===== src/rtl/fft_pkg.sv =====
// Shared constants, FSM states and helpers for the radix-2 FFT address sequencer.
package fft_pkg;

  localparam int unsigned LOG2N_MAX_DEF = 6;
  localparam int unsigned RD_LAT        = 1;
  // Must track the pipeline depth of butterfly_radix2.
  localparam int unsigned BF_LAT        = 2;

  typedef enum logic [1:0] {
    IDLE   = 2'd0,
    ISSUE  = 2'd1,
    DRAIN  = 2'd2,
    FINISH = 2'd3
  } state_e;

  // Requested size folded into the supported range 1..vmax.
  function automatic int unsigned clamp_log2n(input int unsigned v, input int unsigned vmax);
    if (v == 0) return 1;
    if (v > vmax) return vmax;
    return v;
  endfunction

endpackage


===== src/rtl/fft_bf_addr_gen_if.sv =====
// Control/address bundle between the FFT sequencer, working memory, twiddle ROM and butterfly.
interface fft_bf_addr_gen_if
  import fft_pkg::*;
#(
  parameter int unsigned LOG2N_MAX = LOG2N_MAX_DEF
);
  localparam int unsigned LW = $clog2(LOG2N_MAX + 1);
  localparam int unsigned AW = LOG2N_MAX;
  localparam int unsigned TW = LOG2N_MAX - 1;
  localparam int unsigned SW = $clog2(LOG2N_MAX);

  logic          start;
  logic [LW-1:0] log2n;
  logic          busy;
  logic          done;
  logic [AW-1:0] rd_addr_a;
  logic [AW-1:0] rd_addr_b;
  logic          rd_en;
  logic [TW-1:0] tw_addr;
  logic          bf_enable;
  logic          wr_en;
  logic [AW-1:0] wr_addr_a;
  logic [AW-1:0] wr_addr_b;
  logic [SW-1:0] stage_idx;

  modport master (
    output start, log2n,
    input  busy, done, rd_addr_a, rd_addr_b, rd_en, tw_addr,
           bf_enable, wr_en, wr_addr_a, wr_addr_b, stage_idx
  );

  modport slave (
    input  start, log2n,
    output busy, done, rd_addr_a, rd_addr_b, rd_en, tw_addr,
           bf_enable, wr_en, wr_addr_a, wr_addr_b, stage_idx
  );

endinterface


===== src/rtl/fft_pipe_delay.sv =====
// Fixed-depth shift register with asynchronous active-high clear.
module fft_pipe_delay #(
  parameter int unsigned DEPTH = 1,
  parameter int unsigned WIDTH = 1
) (
  input  logic             clk,
  input  logic             rst,
  input  logic [WIDTH-1:0] d_i,
  output logic [WIDTH-1:0] q_o
);

  logic [WIDTH-1:0] sr_q [DEPTH];

  always_ff @(posedge clk or posedge rst) begin
    if (rst) begin
      for (int i = 0; i < int'(DEPTH); i++) sr_q[i] <= '0;
    end else begin
      sr_q[0] <= d_i;
      for (int i = 1; i < int'(DEPTH); i++) sr_q[i] <= sr_q[i-1];
    end
  end

  assign q_o = sr_q[DEPTH-1];

endmodule


===== src/rtl/fft_bf_addr_gen.sv =====
// In-place radix-2 DIT stage/butterfly sequencer: read, twiddle and aligned write-back addresses.
module fft_bf_addr_gen
  import fft_pkg::*;
#(
  parameter int unsigned LOG2N_MAX = LOG2N_MAX_DEF
) (
  input  logic              clk,
  input  logic              rst,
  fft_bf_addr_gen_if.slave  bus
);

  localparam int unsigned AW        = LOG2N_MAX;
  localparam int unsigned TW        = LOG2N_MAX - 1;
  localparam int unsigned KW        = LOG2N_MAX - 1;
  localparam int unsigned LW        = $clog2(LOG2N_MAX + 1);
  localparam int unsigned SW        = $clog2(LOG2N_MAX);
  localparam int unsigned DRAIN_LEN = RD_LAT + BF_LAT;
  localparam int unsigned DW        = $clog2(DRAIN_LEN + 1);
  localparam int unsigned WW        = 1 + 2 * AW;

  state_e        state_q, state_d;
  logic [LW-1:0] l_q, l_d;
  logic [SW-1:0] s_q, s_d;
  logic [KW-1:0] k_q, k_d;
  logic [DW-1:0] dcnt_q, dcnt_d;
  logic          busy_q, busy_d;
  logic          done_q, done_d;
  logic          rd_en_q, rd_en_d;
  logic [AW-1:0] rd_addr_a_q, rd_addr_a_d;
  logic [AW-1:0] rd_addr_b_q, rd_addr_b_d;
  logic [TW-1:0] tw_addr_q, tw_addr_d;
  logic [SW-1:0] stage_q, stage_d;

  logic [AW-1:0] span_c, j_c, grp_c, a_c, b_c;
  logic [SW-1:0] tw_sh_c, s_last_c;
  logic [TW-1:0] tw_c;
  logic [KW-1:0] k_last_c;

  // Butterfly k of stage s: pair (a, a+2^s) inside group k>>s.
  always_comb begin
    span_c   = AW'(1) << s_q;
    j_c      = AW'(k_q) & (span_c - AW'(1));
    grp_c    = AW'(k_q) >> s_q;
    a_c      = ((grp_c << s_q) << 1) | j_c;
    b_c      = a_c + span_c;
    tw_sh_c  = SW'(TW) - s_q;
    tw_c     = TW'(j_c << tw_sh_c);
    k_last_c = KW'((AW'(1) << (l_q - LW'(1))) - AW'(1));
    s_last_c = SW'(l_q - LW'(1));
  end

  always_ff @(posedge clk or posedge rst) begin
    if (rst) state_q <= IDLE;
    else     state_q <= state_d;
  end

  always_comb begin
    state_d     = state_q;
    l_d         = l_q;
    s_d         = s_q;
    k_d         = k_q;
    dcnt_d      = dcnt_q;
    busy_d      = busy_q;
    done_d      = 1'b0;
    rd_en_d     = 1'b0;
    rd_addr_a_d = '0;
    rd_addr_b_d = '0;
    tw_addr_d   = '0;
    stage_d     = stage_q;
    unique case (state_q)
      IDLE: begin
        // A visible done pulse still belongs to the finishing run; start is not taken then.
        if (bus.start && !done_q) begin
          l_d     = LW'(clamp_log2n(32'(bus.log2n), LOG2N_MAX));
          s_d     = '0;
          k_d     = '0;
          dcnt_d  = '0;
          busy_d  = 1'b1;
          stage_d = '0;
          state_d = ISSUE;
        end
      end
      ISSUE: begin
        rd_en_d     = 1'b1;
        rd_addr_a_d = a_c;
        rd_addr_b_d = b_c;
        tw_addr_d   = tw_c;
        stage_d     = s_q;
        if (k_q == k_last_c) begin
          dcnt_d  = '0;
          state_d = DRAIN;
        end else begin
          k_d = k_q + KW'(1);
        end
      end
      DRAIN: begin
        // Let every write of this stage land before the next stage reads in place.
        if (dcnt_q == DW'(DRAIN_LEN - 1)) begin
          if (s_q == s_last_c) begin
            state_d = FINISH;
          end else begin
            s_d     = s_q + SW'(1);
            k_d     = '0;
            state_d = ISSUE;
          end
        end else begin
          dcnt_d = dcnt_q + DW'(1);
        end
      end
      FINISH: begin
        done_d  = 1'b1;
        busy_d  = 1'b0;
        stage_d = '0;
        state_d = IDLE;
      end
      default: state_d = IDLE;
    endcase
  end

  always_ff @(posedge clk or posedge rst) begin
    if (rst) begin
      l_q         <= '0;
      s_q         <= '0;
      k_q         <= '0;
      dcnt_q      <= '0;
      busy_q      <= 1'b0;
      done_q      <= 1'b0;
      rd_en_q     <= 1'b0;
      rd_addr_a_q <= '0;
      rd_addr_b_q <= '0;
      tw_addr_q   <= '0;
      stage_q     <= '0;
    end else begin
      l_q         <= l_d;
      s_q         <= s_d;
      k_q         <= k_d;
      dcnt_q      <= dcnt_d;
      busy_q      <= busy_d;
      done_q      <= done_d;
      rd_en_q     <= rd_en_d;
      rd_addr_a_q <= rd_addr_a_d;
      rd_addr_b_q <= rd_addr_b_d;
      tw_addr_q   <= tw_addr_d;
      stage_q     <= stage_d;
    end
  end

  logic          bf_en_q;
  logic [WW-1:0] wr_q;

  fft_pipe_delay #(.DEPTH(RD_LAT), .WIDTH(1)) u_bf_dly (
    .clk (clk),
    .rst (rst),
    .d_i (rd_en_q),
    .q_o (bf_en_q)
  );

  fft_pipe_delay #(.DEPTH(DRAIN_LEN), .WIDTH(WW)) u_wr_dly (
    .clk (clk),
    .rst (rst),
    .d_i ({rd_en_q, rd_addr_a_q, rd_addr_b_q}),
    .q_o (wr_q)
  );

  assign bus.busy      = busy_q;
  assign bus.done      = done_q;
  assign bus.rd_en     = rd_en_q;
  assign bus.rd_addr_a = rd_addr_a_q;
  assign bus.rd_addr_b = rd_addr_b_q;
  assign bus.tw_addr   = tw_addr_q;
  assign bus.stage_idx = stage_q;
  assign bus.bf_enable = bf_en_q;
  assign {bus.wr_en, bus.wr_addr_a, bus.wr_addr_b} = wr_q;

endmodule


===== src/flat_wrapper.sv =====
// flat-port wrapper written by rule: the top's interface ports become plain ports
module fft_bf_addr_gen_flat import fft_pkg::*;
#(
  parameter int unsigned LOG2N_MAX = LOG2N_MAX_DEF
)
  (clk, rst, bus_start, bus_log2n, bus_busy, bus_done, bus_rd_addr_a, bus_rd_addr_b, bus_rd_en, bus_tw_addr, bus_bf_enable, bus_wr_en, bus_wr_addr_a, bus_wr_addr_b, bus_stage_idx);
  fft_bf_addr_gen_if #(.LOG2N_MAX(LOG2N_MAX)) bus_i ();
  input  logic clk;
  input  logic rst;
  input wire logic [$bits(bus_i.start)-1:0] bus_start;
  input wire logic [$bits(bus_i.log2n)-1:0] bus_log2n;
  output wire logic [$bits(bus_i.busy)-1:0] bus_busy;
  output wire logic [$bits(bus_i.done)-1:0] bus_done;
  output wire logic [$bits(bus_i.rd_addr_a)-1:0] bus_rd_addr_a;
  output wire logic [$bits(bus_i.rd_addr_b)-1:0] bus_rd_addr_b;
  output wire logic [$bits(bus_i.rd_en)-1:0] bus_rd_en;
  output wire logic [$bits(bus_i.tw_addr)-1:0] bus_tw_addr;
  output wire logic [$bits(bus_i.bf_enable)-1:0] bus_bf_enable;
  output wire logic [$bits(bus_i.wr_en)-1:0] bus_wr_en;
  output wire logic [$bits(bus_i.wr_addr_a)-1:0] bus_wr_addr_a;
  output wire logic [$bits(bus_i.wr_addr_b)-1:0] bus_wr_addr_b;
  output wire logic [$bits(bus_i.stage_idx)-1:0] bus_stage_idx;
  assign bus_i.start = bus_start;
  assign bus_i.log2n = bus_log2n;
  assign bus_busy = bus_i.busy;
  assign bus_done = bus_i.done;
  assign bus_rd_addr_a = bus_i.rd_addr_a;
  assign bus_rd_addr_b = bus_i.rd_addr_b;
  assign bus_rd_en = bus_i.rd_en;
  assign bus_tw_addr = bus_i.tw_addr;
  assign bus_bf_enable = bus_i.bf_enable;
  assign bus_wr_en = bus_i.wr_en;
  assign bus_wr_addr_a = bus_i.wr_addr_a;
  assign bus_wr_addr_b = bus_i.wr_addr_b;
  assign bus_stage_idx = bus_i.stage_idx;
  fft_bf_addr_gen #(.LOG2N_MAX(LOG2N_MAX)) u_core (.clk(clk), .rst(rst), .bus(bus_i));
endmodule

===== config.mk =====
export PLATFORM = sky130hd
export DESIGN_NAME = fft_bf_addr_gen_flat
export DESIGN_NICKNAME = d
export VERILOG_FILES = /design/src/rtl/fft_pkg.sv /design/src/rtl/fft_bf_addr_gen_if.sv /design/src/rtl/fft_pipe_delay.sv /design/src/rtl/fft_bf_addr_gen.sv /design/src/flat_wrapper.sv
export SDC_FILE = /design/constraint.sdc
export NUM_CORES = 1
export LEC_CHECK = 0
export ABC_AREA = 1
export CAP_MARGIN = 0
export CELL_PAD_IN_SITES_DETAIL_PLACEMENT = 1
export CELL_PAD_IN_SITES_GLOBAL_PLACEMENT = 1
export CORE_MARGIN = 8
export CORE_UTILIZATION = 46
export DETAILED_ROUTE_END_ITERATION = 8
export PLACE_DENSITY = 0.83
export SLEW_MARGIN = 20
export SYNTH_ARGS = -nofsm -noshare
export SYNTH_HDL_FRONTEND = slang
export SYNTH_HIERARCHICAL = 1
export SYNTH_SLANG_ARGS = --single-unit

===== constraint.sdc =====
create_clock -name clk -period 4.7 [get_ports clk]
set_input_delay 0.94 -clock clk [delete_from_list [all_inputs] [get_ports clk]]
set_output_delay 0.94 -clock clk [all_outputs]
set_load 0.01 [all_outputs]

Word level (Yosys, flattened, before mapping)
Cells that the tools add are included.
{ "word_totals": {"ff_bits": 78, "inputBits": 6, "out_inout_bits": 37, "wordCells": 96} }
{ "op_classes": {"n_addsub": 8, "n_lt_le_gt_ge": 1, "eq_ne": 12, "shifts": 5, "n_mux": 37, "n_bitwise": 2, "n_reduce_logical": 15} }
{ "op_table": {"columns": ["operator", "count"], "rows": [
  ["2-to-1 mux 5 bit", 5],
  ["2-to-1 mux 3 bit", 6],
  ["one-hot mux 5 bit (3 select lines)", 1],
  ["2-to-1 mux 2 bit", 7],
  ["2-to-1 mux 6 bit", 2],
  ["left shift 6 x 3 -> 5 bit", 2],
  ["2-to-1 mux 1 bit", 11],
  ["one-hot mux 3 bit (3 select lines)", 1],
  ["one-hot mux 2 bit (4 select lines)", 1],
  ["AND reduction 4 bit", 2],
  ["adder 6 bit", 1],
  ["bitwise AND 5 x 6 -> 6 bit", 1],
  ["equality test 2 bit (second input constant)", 3],
  ["!= test 2 x 1 -> 1 bit (second input constant)", 3],
  ["!= test 2 bit (second input constant)", 3],
  ["bitwise OR 6 bit", 1],
  ["one-hot mux 2 bit (3 select lines)", 1],
  ["one-hot mux 3 bit (2 select lines)", 1],
  ["AND reduction 2 bit", 3],
  ["nonzero test 3 bit", 2],
  ["left shift 1 x 3 -> 6 bit (first input constant)", 1],
  [">> shifter 5 x 3 -> 6 bit", 1],
  ["subtractor 6 x 1 -> 6 bit (second input constant)", 1],
  ["adder 5 x 1 -> 5 bit (second input constant)", 1],
  ["18 further kinds", 19]
]} }

Depth between registers and ports, before layout
Gate-level depths: netlist of run 1.
{ "logic_depth": {"depth_word": 9, "depth_mapped": 18, "mapped_depth_nobuf": 18} }

Cells and area by module
The synthesis of run 1 kept the hierarchy.
{ "modules_own_cells": {"columns": ["mod", "instances", "cells_per_inst", "area_per_inst_um2", "seq_area_each_um2"], "rows": [
  ["fft_bf_addr_gen", 1, 312, 2494.9, 950.9],
  ["fft_pipe_delay (u_core.u_wr_dly)", 1, 53, 1077.3, 975.9],
  ["fft_pipe_delay (u_core.u_bf_dly)", 1, 2, 28.8, 25.0]
]} }

Worst setup path before layout of run 1
No wires, ideal clock.
{ "synth_path": {"path_type": "register -> register", "start": "reg u_core.s_q[1]", "end": "reg u_core.rd_addr_b_q[5] (netlist: u_core/bus.rd_addr_b[5])", "setup_time_ns": 0.077, "arrival_ns": 2.347, "required_time_ns": 4.623, "setup_slack_ns": 2.276, "stages_incl_launch_ff": 18, "path_buffers": 1, "period_less_slack_ns": 2.424, "path_cell_list": "dfrtp_1 > inv_2 > buf_2 > ha_1 > nor2_1 > a21oi_1 > o21ai_0 > nand2_1 > inv_1 > nand2_1 > ha_1 > a21oi_1 > o21ai_0 > nand3_1 > nand2_1 > inv_1 > nand2_1 > a21oi_1"} }
{ "synth_between": {"elab_chain_cells": 6, "word_cells_on_any_way": 8, "classes_between": "2 x add/sub; 3 x shift; 1 x mux; 2 x bitwise"} }
{ "synth_lines": {"columns": ["element", "line", "rtl"], "rows": [
  ["from (decl)", "fft_bf_addr_gen.sv:23", "logic [SW-1:0] s_q, s_d;"],
  ["from (signal assigned)", "fft_bf_addr_gen.sv:123", "s_q <= '0;"],
  ["from (signal assigned)", "fft_bf_addr_gen.sv:135", "s_q <= s_d;"],
  ["left shift 1 x 3 -> 6 bit", "fft_bf_addr_gen.sv:41", "span_c = AW'(1) << s_q;"],
  ["subtractor 6 x 1 -> 6 bit", "fft_bf_addr_gen.sv:42", "j_c = AW'(k_q) & (span_c - AW'(1));"],
  ["bitwise AND 5 x 6 -> 6 bit", "fft_bf_addr_gen.sv:42", null],
  ["bitwise OR 6 bit", "fft_bf_addr_gen.sv:44", "a_c = ((grp_c << s_q) << 1) | j_c;"],
  ["adder 6 bit (*)", "fft_bf_addr_gen.sv:45", "b_c = a_c + span_c;"],
  ["2-to-1 mux 6 bit (*)", "fft_bf_addr_gen.sv:70", "unique case (state_q)"],
  ["named net u_core.rd_addr_b_d[5]", "fft_bf_addr_gen.sv:30", "logic [AW-1:0] rd_addr_b_q, rd_addr_b_d;"],
  ["to (signal assigned)", "fft_bf_addr_gen.sv:142", "rd_addr_b_q <= rd_addr_b_d;"],
  ["to (decl)", "fft_bf_addr_gen.sv:30", null]
]} }
Mark *: on every way through the listed nets, which the timed path passes. The rest lies on a longest branch.
A chain may end at the register's enable or synchronous reset.

Final worst setup path of run 1
{ "layout_path": {"start": "reg u_core.s_q[0]", "end": "reg u_core.rd_addr_b_q[5] (netlist: u_core/bus.rd_addr_b[5])"} }
The elaborated chain is that of the path after synthesis.

==> impl_metrics.toml, run 1 <==
[outcome]
outcome = "complete, no violations"

[floorplanning]
rows = 32
coreArea_mm2 = 0.00765
die_area_mm2 = 0.0109
ioPinCount = 43
die_w_um = 104
initial_core_util_pct = 47.1
die_h_um = 104

[layout]
area_growth_pct = 17.8
final_common_cell = "dfrtp_1"
final_layout_size_suffix_gt1_share_pct = 12.1
nets = 428
antenna_cells = 0
mostFrequentLayoutCells = "dfrtp_1 (78), nand2_1 (75), clkdlybuf4s50_1 (42), inv_1 (33), nand3_1 (25)"

[timing]
period_needed_ns = 3.29
fin_tns_setup_ns = 0
tightestPinTransition_ns = 0.717
fmax_ghz = 0.304
slew_viol_final = 0
hold_viol_final = 0
whs_ns = 0.353
setup_viol = 0
clock_skew_ns = 0.00749
rsz0062_at_grt = "no"
min_period_over_period_pct = 70.0
relSlewSlack_pct = 52.2

[routing]
first_pass_iters = 4
finalWirelength_mm = 8.30
ant_nets = 0
first_iter_violations = 85
dr_total_vias = 2593
wire_per_inst_um = 16.3
drc = 0
viasPerCell = 5.10

[power]
p_leak_uw = 0.00210
vdd_drop_max_uv = 297
pwr_density_cell_mw_per_mm2 = 610
finalPower_uw = 2590

[clock_network]
cts_made_buffers = 9
cts_max_level = 3
root_buffer = "clkbuf_8"
clock_path_buffers = 2
cts_resized = 0
clkTransAtPathRegs_ns = 0.09
hold_buffers = 0
cts_tree = "done"
insertion_delay_ns = 0.36
postCtsSetupBuffers = 0
clock_sinks = 78

[yosys]
synthTopCellsByArea = "dfrtp_1 (54%), nand2_1 (7.8%), ha_1 (6.9%), nand3_1 (3.5%), inv_1 (3.4%)"
avgSynthCellArea_um2 = 9.81
synth-main-ff-cell = "dfrtp_1"
synth_area_mm2 = 0.00360
synth_edf_count = 0
yosysUniqueCellTypes = 39
yosys_warnings = 6
ys_seq_elements = 78
yosysSeqAreaShare_pct = 54.2
async_flop_share_pct = 100
synth_top_area_cell = "dfrtp_1"
syn_nets = 394
synthCells = 367
yosysTopAreaCellShare_pct = 54.2

[placed_design]
hpwl_mm = 6.31
portBuffers = 42
gp_congestion = 0.836

[setup_path]
worstPathRequired_ns = 4.98
critPathKind = "reg -> reg"
start_kind = "flip-flop"
cp-end-kind = "flip-flop"
cp.arrival_ns = 3.57
crit_fanout = 22

[job]
maxCapViolCount = 0

[grt]
grt_pass1_wl_mm = 14.1
grt_max_degree = 38
grt_usage_pct = 16.3
first_global_vias = 2815
antenna_found_initial = 0
grt_overflow_total = 0

[hold_path]
hp-class = "reg -> reg"
[worst max-delay path, stage by stage (launching register included)]
cell and delay [ns]:
dfrtp_1 0.81, inv_1 0.40, ha_1 0.33, nand2_1 0.08
inv_1 0.07, o21ai_0 0.20, nand2_1 0.08, inv_1 0.07
nand2_1 0.06, ha_1 0.32, a21oi_1 0.21, o21ai_0 0.12
nand3_1 0.08, nand2_1 0.08, inv_1 0.07, nand2_1 0.06
a21oi_1 0.15
[report_power, final]
group	internal [uW]	switching (uW)	total [uW]
sequential	855	132	987
combinational	402	621	1020
clock	307	269	576
total	1560	1020	2590
[registers in the layout (all words and copies together), names as in the netlist, 2 cells and up]
signal                flops
u_core/u_wr_dly/sr_q     26
u_core/u_wr_dly/q_o      13
u_core/bus.rd_addr_a      6
u_core/bus.rd_addr_b      6
u_core/bus.tw_addr        5
u_core/k_q                5
u_core/bus.stage_idx      3
u_core/l_q                3
u_core/s_q                3
u_core/dcnt_q             2
u_core/state_q            2
[per-stage QoR]
step                      utilization, %  instance area [um2]  std cells  worst slack [ns]
after CTS                           55.4                 4240        508              1.46
final                               55.4                 4240        508              1.41
after detailed placement            52.5                 4010        492              1.50
after floorplan                        -                 3600        367              2.28
after global placement              52.5                 4010        492              1.75
after global routing                55.4                 4240        508              1.19
[metal layers]
layer	GRT usage [%]	wire length [um]	up-vias
met3	5.14	394	12
met5	0	0	-
met4	5.58	110	0
met2	28.9	4360	50
met1	17.9	3440	1303
li1	-	-	1228
[cells in the mapped netlist (2+ instances only)]
master	count
nand2_4	3
nand4_2	2
buf_6	2
nor2_2	2
inv_1	33
o22ai_1	5
o21ai_1	4
xor2_1	5
nand3_2	3
nor2_1	23
o21ai_2	3
inv_2	7
ha_1	20
nor3_1	3
nand3_1	25
a21oi_1	14
nor2_4	2
o21ai_0	14
dfrtp_1	78
nand4_1	4
nand2_2	2
o211ai_1	4
buf_2	5
buf_4	14
nand2_1	75
or2_2	2
[cell families after synthesis]
logic type / count (synthesis) / share of synthesized area (%)
buffers and inverters: 64 / 8.83
XOR/XNOR: 6 / 1.67
other: 1 / 0.104
flip-flops: 78 / 54.2
AO/OA/AOI/OAI: 48 / 7.82
AND/OR/NAND/NOR: 149 / 19.9
adder cells (fa/ha/maj): 21 / 7.51
[path summary, 6_finish.rpt]
| path | cells past startpoint | slack, ns | from | endpoint |
|---|---|---|---|---|
| max | 16 | 1.41 | u_core/s_q[0]$_DFFE_PP0P_ | u_core/bus.rd_addr_b[5]$_DFF_PP0_ |
| min | 0 | 0.35 | u_core/u_wr_dly/sr_q[31]$_DFF_PP0_ | u_core/u_wr_dly/sr_q[18]$_DFF_PP0_ |
| max reg2reg | 16 | 1.41 | u_core/s_q[0]$_DFFE_PP0P_ | u_core/bus.rd_addr_b[5]$_DFF_PP0_ |
| min reg2reg | 0 | 0.35 | u_core/u_wr_dly/sr_q[31]$_DFF_PP0_ | u_core/u_wr_dly/sr_q[18]$_DFF_PP0_ |
| max in group asynchronous | 3 | 2.87 | rst | u_core/s_q[2]$_DFFE_PP0P_ |
| min in group asynchronous | 2 | 0.80 | rst | u_core/u_bf_dly/q_o$_DFF_PP0_ |
[layout make-up]
| type | instances | area [um2] |
|---|---|---|
| clock inverter | 7 | 105 |
| inverter | 43 | 165 |
| clock buffer | 9 | 124 |
| timing repair buffer | 44 | 435 |
| sequential | 78 | 1950 |
| multi-input combinational | 225 | 1330 |
| fill | 857 | 3410 |
| tap | 102 | 128 |
Note: power is estimated with default switching activity, not from simulation.
==> run 2: changes to the inputs <==
--- a/config.mk
+++ b/config.mk
@@ -10,9 +10,9 @@
 export CELL_PAD_IN_SITES_DETAIL_PLACEMENT = 1
 export CELL_PAD_IN_SITES_GLOBAL_PLACEMENT = 1
 export CORE_MARGIN = 8
-export CORE_UTILIZATION = 46
+export CORE_UTILIZATION = 39
 export DETAILED_ROUTE_END_ITERATION = 8
-export PLACE_DENSITY = 0.83
+export PLACE_DENSITY = 0.75
 export SLEW_MARGIN = 20
 export SYNTH_ARGS = -nofsm -noshare
 export SYNTH_HDL_FRONTEND = slang
==> constraint.sdc (replaced) <==
create_clock -name clk -period 2.7 [get_ports clk]
set_input_delay 0.54 -clock clk [delete_from_list [all_inputs] [get_ports clk]]
set_output_delay 0.54 -clock clk [all_outputs]
set_load 0.01 [all_outputs]
==> impl_metrics.toml, run 2 (synthesis gave the netlist of run 1 again) <==
[routing]
dr_total_vias = 2531
finalWirelength_mm = 7.56
drc = 0
first_pass_iters = 4
viasPerCell = 4.83
first_iter_violations = 87
ant_nets = 0
wire_per_inst_um = 14.4

[floorplanning]
ioPinCount = 43
initial_core_util_pct = 39.5
die_area_mm2 = 0.0126
coreArea_mm2 = 0.00911
rows = 35
die_w_um = 112
die_h_um = 112

[placed_design]
hpwl_mm = 5.60
gp_congestion = 0.854
portBuffers = 42

[timing]
fmax_ghz = 0.407
rsz0062_at_grt = "no"
fin_tns_setup_ns = 0
relSlewSlack_pct = 66.3
slew_viol_final = 0
hold_viol_final = 0
min_period_over_period_pct = 91.0
setup_viol = 0
tightestPinTransition_ns = 0.505
clock_skew_ns = 0.0100
whs_ns = 0.346
period_needed_ns = 2.46

[clock_network]
clock_sinks = 78
clkTransAtPathRegs_ns = 0.08
root_buffer = "clkbuf_8"
cts_tree = "done"
cts_max_level = 3
clock_path_buffers = 2
cts_made_buffers = 9
insertion_delay_ns = 0.35

[setup_path]
start_kind = "flip-flop"
critPathSlowestCell = "dfrtp_1"
cp_top_family = "simple AND/OR/NAND/NOR gates"
crit_path_cell_trace = "inv_1, ha_1, ha_2, inv_2, nand2_4, ha_1, inv_1, nand2_1, nand3_1, nand2_1, nand2_1, nor2_2, nand2_2, nand2_4, nand2_4, nand2_1, o21ai_2"
crit_fanout = 8
cp-end-kind = "flip-flop"
critPathKind = "reg -> reg"
path_buf_inv = 3
cpMostUsedCell = "nand2_1"
slowest_delay_ns = 0.41
cp.arrival_ns = 2.69
worstPathRequired_ns = 2.93

[grt]
grt_usage_pct = 12.8
antenna_found_initial = 0
grt_overflow_total = 0
grt_max_degree = 40
grt_pass1_wl_mm = 13.0
first_global_vias = 2700

[power]
p_comb_share_pct = 42.0
p_leak_uw = 0.00213
vdd_drop_max_uv = 489
pwr_density_cell_mw_per_mm2 = 1040
power_switching_uw = 1720
intPower_uw = 2750
seqPwrFrac_pct = 37.1
clkPwrFrac_pct = 20.9
switching_share_pct = 38.4

[layout]
antenna_cells = 0
largest_reg_flops = 26
top_register = "u_core/u_wr_dly/sr_q"
nets = 436
final_common_cell = "dfrtp_1"
mostFrequentLayoutCells = "dfrtp_1 (78), nand2_1 (75), clkdlybuf4s50_1 (42), inv_1 (33), nand3_1 (25)"
final_layout_size_suffix_gt1_share_pct = 14.0
area_growth_pct = 19.4

[outcome]
outcome = "complete, no violations"

[job]
maxCapViolCount = 0

[hold_path]
hp-class = "reg -> reg"
## run 2: changes by cell type in the layout (fill, tap and decap cells not counted)
| cell | delta |
|---|---|
| buf_4 | +8 |
| clkinv_2 | +2 |
| inv_6 | -2 |
| a21oi_1 | -1 |
| a21oi_2 | +1 |
| clkinv_4 | +1 |
| clkinvlp_4 | -1 |
| ha_1 | -1 |
| ha_2 | +1 |
| inv_8 | -1 |
## run 2: area by class of cell
class,instances,area (um2)
Clock inverter,6,87.6
Clock buffer,9,124
Inverter,43,165
Timing Repair Buffer,52,495
Fill cell,1053,4810
Multi-Input combinational cell,225,1340
Sequential cell,78,1950
Tap cell,111,139
## run 2: worst register-to-register path: stages (launching register included)
cell     delay (ns)
dfrtp_1        0.41
inv_1          0.10
ha_1           0.21
ha_2           0.38
inv_2          0.08
nand2_4        0.08
ha_1           0.22
inv_1          0.05
nand2_1        0.07
nand3_1        0.08
nand2_1        0.07
nand2_1        0.06
nor2_2         0.09
nand2_2        0.07
nand2_4        0.11
nand2_4        0.10
nand2_1        0.09
o21ai_2        0.05
## run 2: final timing paths
path / startpoint / end / slack, ns / depth (start not counted)
worst max-delay path: u_core/l_q[0]$_DFFE_PP0P_ / u_core/k_q[4]$_DFFE_PP0P_ / 0.24 / 17
worst min-delay path: u_core/u_wr_dly/sr_q[25]$_DFF_PP0_ / u_core/u_wr_dly/q_o[12]$_DFF_PP0_ / 0.35 / 0
worst max register to register: u_core/l_q[0]$_DFFE_PP0P_ / u_core/k_q[4]$_DFFE_PP0P_ / 0.24 / 17
worst min register to register: u_core/u_wr_dly/sr_q[25]$_DFF_PP0_ / u_core/u_wr_dly/q_o[12]$_DFF_PP0_ / 0.35 / 0
max in group asynchronous: rst / u_core/k_q[4]$_DFFE_PP0P_ / 1.64 / 3
min in group asynchronous: rst / u_core/u_bf_dly/q_o$_DFF_PP0_ / 0.40 / 2
## run 2: per-layer routing
layer  global-route usage [%]  up-vias  part of all wire (%)
li1                         -     1255                     -
met1                     14.9     1216                    46
met2                     21.3       52                    48
met3                     4.62        8                   5.5
met4                     4.23        0                  0.98
met5                        0        -                     0
## run 2: what timing repair did
| item | CTS | global route |
|---|---|---|
| resized for setup | 0 | 2 |
| buffers inserted | 0 | 2 |
| setup endpoints to repair | 0 | 7 |
| hold buffers | 0 | 0 |
## run 2: power by group through the flow
stage                     logic, uW  clock network (uW)  registers, uW
final                          1880                 932           1660
after global routing           2120                1010           1710
after CTS                      1870                 969           1670
after detailed placement       1860                   0           1690
after global placement         1800                   0           1670
after floorplan                1270                   0           1680
## run 2: metrics by stage
stage | cells | setup WS (ns) | util (%) | power (uW) | instance area [um2]
after floorplan | 367 | 0.276 | - | 2950 | 3600
after global placement | 507 | 0.241 | 44.7 | 3470 | 4070
after detailed placement | 507 | 0.164 | 44.7 | 3550 | 4070
after CTS | 522 | 0.132 | 47.0 | 4510 | 4280
after global routing | 524 | 0.00932 | 47.2 | 4840 | 4300
final | 524 | 0.243 | 47.2 | 4470 | 4300
